$ cat src/rtl/tick_timer_pkg.sv
// tick_timer_pkg: shared command/state encodings and channel config type for the tick timer.
package tick_timer_pkg;
    localparam int DEF_CNT_W = 16;
    typedef enum logic [1:0] {
        CMD_LOAD_START = 2'd0,
        CMD_STOP       = 2'd1,
        CMD_RESUME     = 2'd2,
        CMD_CLEAR      = 2'd3
    } cmd_e;
    typedef enum logic [1:0] {
        ST_IDLE   = 2'd0,
        ST_RUN    = 2'd1,
        ST_PAUSED = 2'd2
    } chan_state_e;
    typedef struct packed {
        logic [DEF_CNT_W-1:0] period;
        logic                 periodic;
    } chan_cfg_t;
endpackage

$ cat src/rtl/tick_timer_chan.sv
// tick_timer_chan: one timer channel -- IDLE/RUN/PAUSED FSM, tick down-counter and sticky pending flag.
module tick_timer_chan
    import tick_timer_pkg::*;
#(
    parameter int CNT_W = 16
) (
    input  logic             clk,
    input  logic             rst,
    input  logic             tick_i,
    input  logic             cmd_valid_i,
    input  cmd_e             cmd_i,
    input  logic [CNT_W-1:0] period_i,
    input  logic             periodic_i,
    input  logic             ack_i,
    output logic             expire_o,
    output logic             running_o,
    output logic             pending_o
);
    chan_state_e      state_q;
    logic [CNT_W-1:0] count_q;
    logic [CNT_W-1:0] period_q;
    logic             periodic_q;
    logic             expire_q;
    logic             pending_q;

    assign expire_o  = expire_q;
    assign running_o = (state_q == ST_RUN);
    assign pending_o = pending_q;

    // Commands and ticks are mutually exclusive (cfg_ready = ~tick), so one branch per cycle.
    always_ff @(posedge clk) begin
        if (rst) begin
            state_q    <= ST_IDLE;
            count_q    <= '0;
            period_q   <= '0;
            periodic_q <= 1'b0;
            expire_q   <= 1'b0;
            pending_q  <= 1'b0;
        end else begin
            expire_q  <= 1'b0;
            pending_q <= pending_q & ~ack_i;
            if (cmd_valid_i) begin
                case (cmd_i)
                    CMD_LOAD_START: begin
                        state_q    <= ST_RUN;
                        count_q    <= period_i;
                        period_q   <= period_i;
                        periodic_q <= periodic_i;
                    end
                    CMD_STOP:   if (state_q == ST_RUN) state_q <= ST_PAUSED;
                    CMD_RESUME: if (state_q == ST_PAUSED) state_q <= ST_RUN;
                    default: begin
                        state_q   <= ST_IDLE;
                        count_q   <= '0;
                        pending_q <= 1'b0;
                    end
                endcase
            end else if (tick_i && state_q == ST_RUN) begin
                if (count_q > CNT_W'(1)) begin
                    count_q <= count_q - CNT_W'(1);
                end else begin
                    expire_q  <= 1'b1;
                    pending_q <= 1'b1;
                    count_q   <= periodic_q ? period_q : '0;
                    state_q   <= periodic_q ? ST_RUN : ST_IDLE;
                end
            end
        end
    end
endmodule

$ cat src/rtl/tick_timer_ctrl.sv
// tick_timer_ctrl: N_CH timers sharing one prescaler tick; command decode, error pulse and irq OR.
module tick_timer_ctrl
    import tick_timer_pkg::*;
#(
    parameter int N_CH  = 4,
    parameter int CNT_W = 16
) (
    input  logic                    clk,
    input  logic                    rst,
    input  logic                    tick_in,
    input  logic                    cfg_valid,
    output logic                    cfg_ready,
    input  logic [$clog2(N_CH)-1:0] cfg_ch,
    input  logic [1:0]              cfg_cmd,
    input  logic [CNT_W-1:0]        cfg_period,
    input  logic                    cfg_periodic,
    output logic                    cfg_err,
    output logic [N_CH-1:0]         expire,
    output logic [N_CH-1:0]         running,
    output logic [N_CH-1:0]         pending,
    input  logic [N_CH-1:0]         irq_ack,
    output logic                    irq
);
    localparam int CH_W = $clog2(N_CH);

    cmd_e cmd;
    logic fire;
    logic bad;
    logic cmd_ok;
    logic cfg_err_q;

    assign cmd       = cmd_e'(cfg_cmd);
    assign cfg_ready = ~tick_in;
    assign fire      = cfg_valid & cfg_ready;
    assign bad       = (int'(cfg_ch) >= N_CH) | (cmd == CMD_LOAD_START && cfg_period == '0);
    assign cmd_ok    = fire & ~bad;
    assign cfg_err   = cfg_err_q;
    assign irq       = |pending;

    always_ff @(posedge clk) begin
        if (rst) cfg_err_q <= 1'b0;
        else     cfg_err_q <= fire & bad;
    end

    for (genvar i = 0; i < N_CH; i++) begin : g_ch
        tick_timer_chan #(.CNT_W(CNT_W)) u_chan (
            .clk        (clk),
            .rst        (rst),
            .tick_i     (tick_in),
            .cmd_valid_i(cmd_ok && cfg_ch == CH_W'(i)),
            .cmd_i      (cmd),
            .period_i   (cfg_period),
            .periodic_i (cfg_periodic),
            .ack_i      (irq_ack[i]),
            .expire_o   (expire[i]),
            .running_o  (running[i]),
            .pending_o  (pending[i])
        );
    end
endmodule

$ cat config.mk
export PLATFORM = sky130hd
export DESIGN_NAME = tick_timer_ctrl
export DESIGN_NICKNAME = d
export VERILOG_FILES = /design/src/rtl/tick_timer_pkg.sv /design/src/rtl/tick_timer_chan.sv /design/src/rtl/tick_timer_ctrl.sv
export SDC_FILE = /design/constraint.sdc
export NUM_CORES = 1
export LEC_CHECK = 0
export BUFFER_PORTS_ARGS = -buffer_cell sky130_fd_sc_hd__buf_2
export CAP_MARGIN = 20
export CORE_ASPECT_RATIO = 0.6
export CORE_MARGIN = 3
export CORE_UTILIZATION = 45
export CTS_CLUSTER_SIZE = 12
export DETAILED_ROUTE_END_ITERATION = 10
export GPL_ROUTABILITY_DRIVEN = 0
export SYNTH_ARGS = -nofsm -noshare
export SYNTH_HDL_FRONTEND = slang
export SYNTH_SLANG_ARGS = --single-unit
$ cat constraint.sdc
create_clock -name clk -period 4.8 [get_ports clk]
set_input_delay 0.72 -clock clk [delete_from_list [all_inputs] [get_ports clk]]
set_output_delay 0.72 -clock clk [all_outputs]
set_load 0.01 [all_outputs]
==> metrics <==
area of the core 17600 um2; worst endpoint data arrival time 3350 ps; Max Root-Sink Buffers 2; Reg2Reg Depth 8; Slew headroom 31.1%; max-slew violation count 0; Leak 3.40 nW; first-pass GRT wire length 41300 um; Starting Density 47.0%; post-route fraction of the period consumed by the critical path 62.8%; Iter 0 DRT Violations 868; distinct cell type count after synthesis 78; CTS tree yes; clock buffer count from CTS 17; fillers 1732; fin crit period 3010 ps; Via Count 7965; commonest non-fill, non-tap cell in the layout nand2_1; Net Count, Synth 1102; r2r endpoint g_ch[0].u_chan.count_q[8]; Post-synth ARST share 0%; Critical R2R Launch g_ch[0].u_chan.count_q[0]; Post-Route WL 26400 um; Nets 1096; CP startpoint g_ch[0].u_chan.count_q[0]; Post-Synthesis Cell Area 8280 um2; Routed WL per cell 20.3 um; VDD IR max 0.253 mV; vias in the first global route 7052; antenna-violating nets left 0; final hold viol count 0; CP Launch Type flip-flop; Mapped Cells 1060; Skew-Pair Late Insertion Delay 430 ps; HPWL Detailed 18100 um; crit-path max FO 20; Main synth FF type dfxtp_1; synth warn 0; IO Port Bufs 43; H-tree Lvls 4; root buf cell clkbuf_16; area grow syn2layout 9.96%; hold path depth 2; DIE WIDTH 181 um; Hold Path End g_ch[3].u_chan.period_q[7]; IO Pins 44; Overflow after GRT 0; DRC viols 0; via density per instance 6.12; setup TNS after final layout 0 ps; register area share after synthesis 36.0%; max-cap violation count 0; full die area 20100 um2; share of cells above drive strength 1 11.6%; die height 111 um; syn avg cell area 7.81 um2; PwrDens 362 nW/um2; Core Rows 37; crit path capture type flip-flop; Yosys reg bits 149; antenna cell count 0; worst path required time 5140 ps; pre-CTS WS 1160 ps; final setup vio count 0; post-CTS setup buffers 0; achievable clock frequency 332 MHz; worst min-delay path category flip-flop to flip-flop; skew final 15.2 ps; Setup CP Type flip-flop to flip-flop; Total GRT Usage 25.9%; DR pass1 iterations 6; Worst-Margin Slew 1030 ps; largest net degree at the start of global routing 101; Hold-fix buffers, CTS 0; clk sinks 149; PostCTS Resize Cnt 0; Post-synth EDFFs 0; min setup slack post-route 1790 ps; initial antenna violation count 0; Clock Pin Slew Worst Setup and Hold Paths 70 ps; most frequent cells in the layout nand2_1, dfxtp_1, nor2_1; worst reg-to-reg setup slack 1790 ps; Worst Hold Launch g_ch[3].u_chan.period_q[7]; status finished, final reports clean; RSZ-0062 raised after global routing no
## cell families after synthesis
group	share of synthesized area, %
AO/OA/AOI/OAI	24.0
XOR/XNOR	4.66
adder cells (fa/ha/maj)	1.97
buffers and inverters	5.72
flip-flops	36.0
multiplexers	1.24
AND/OR/NAND/NOR	26.4
## layer usage
layer  global-route usage (%)  part of all wire, %  up-vias
met3                     6.43                  9.3       29
met5                        0                    0        -
li1                         -                    -     3797
met4                     5.98                  1.2        0
met2                     33.5                   38      322
met1                     41.9                   51     3817
## area by class of cell
type	instances	area [um2]	area share [%]
clock buffers	18	439	4.83
repair buffers	55	320	3.52
multi-input cells	812	4830	53.1
well taps	234	293	3.22
flip-flops and latches	149	2980	32.8
inverters	19	71.3	0.784
clock inverters	14	165	1.81
## critical path, cell delays in order (launching register included)
cell      delay (ps)
dfxtp_1          370
inv_1            100
ha_1             290
nor2_1            80
nor4_1           670
and3_1           810
mux2i_1          270
nand2_1           70
a311oi_1         270
## where the power goes
| part | internal, mW | leakage (nW) | switching [mW] | total [mW] |
|---|---|---|---|---|
| logic | 0.236 | 1.90 | 0.375 | 0.610 |
| clock network | 0.797 | 0.296 | 0.605 | 1.40 |
| registers | 1.25 | 1.20 | 0.0256 | 1.28 |
## per-stage QoR
step	hold slack [ps]	instance area [um2]	util, %	power [mW]	cells
after CTS	452	9090	51.7	3.30	1300
after detailed placement	443	8490	48.3	1.90	1268
final	452	9100	51.7	3.29	1301
after global placement	439	8490	48.3	1.90	1268
after global routing	470	9100	51.7	3.44	1301
after floorplan	432	8280	-	1.77	1060
## flip-flops by register name, summed over array words and instances, names as in the netlist
name / cells
g_ch.u_chan.count_q: 64
g_ch.u_chan.period_q: 64
g_ch.u_chan.state_q: 8
g_ch.u_chan.expire_o: 4
g_ch.u_chan.pending_o: 4
g_ch.u_chan.periodic_q: 4
cfg_err: 1
## synthesized netlist by cell type, drive strengths merged (3+ instances only)
library cell	n	area share, %
a2111oi	4	0.59
a211o	26	2.8
a211oi	7	0.64
a21o	4	0.36
a21oi	120	7.3
a221oi	4	0.42
a311oi	43	4.7
a31oi	9	0.68
and2	7	0.56
and3	19	1.4
buf	39	3.0
clkbuf	41	1.9
dfxtp	149	36
ha	13	2.0
inv	19	0.86
mux2i	8	0.97
nand2	191	8.7
nand2b	8	0.60
nand3	16	0.97
nand4	5	0.38
nand4b	6	0.64
nor2	125	5.9
nor2b	3	0.23
nor3	25	1.8
nor3b	6	0.54
nor4	20	2.4
o211ai	5	0.45
o21ai	27	1.7
o21bai	4	0.36
o22a	3	0.32
o22ai	3	0.23
o311ai	4	0.42
o31ai	4	0.48
o32ai	4	0.42
or2	3	0.23
or3	5	0.38
or4	7	0.73
xnor2	27	2.9
xor2	17	1.8
## worst max path at each step
stage                                       to  slack, ps
CTS                 g_ch[2].u_chan.period_q[9]       1550
finish               g_ch[0].u_chan.count_q[8]       1790
global route        g_ch[0].u_chan.count_q[11]       1510
floorplan           g_ch[0].u_chan.count_q[11]       2410
detailed placement  g_ch[2].u_chan.period_q[9]       1160
global placement    g_ch[2].u_chan.period_q[9]       1200
Note: power is estimated with default switching activity, not from simulation.
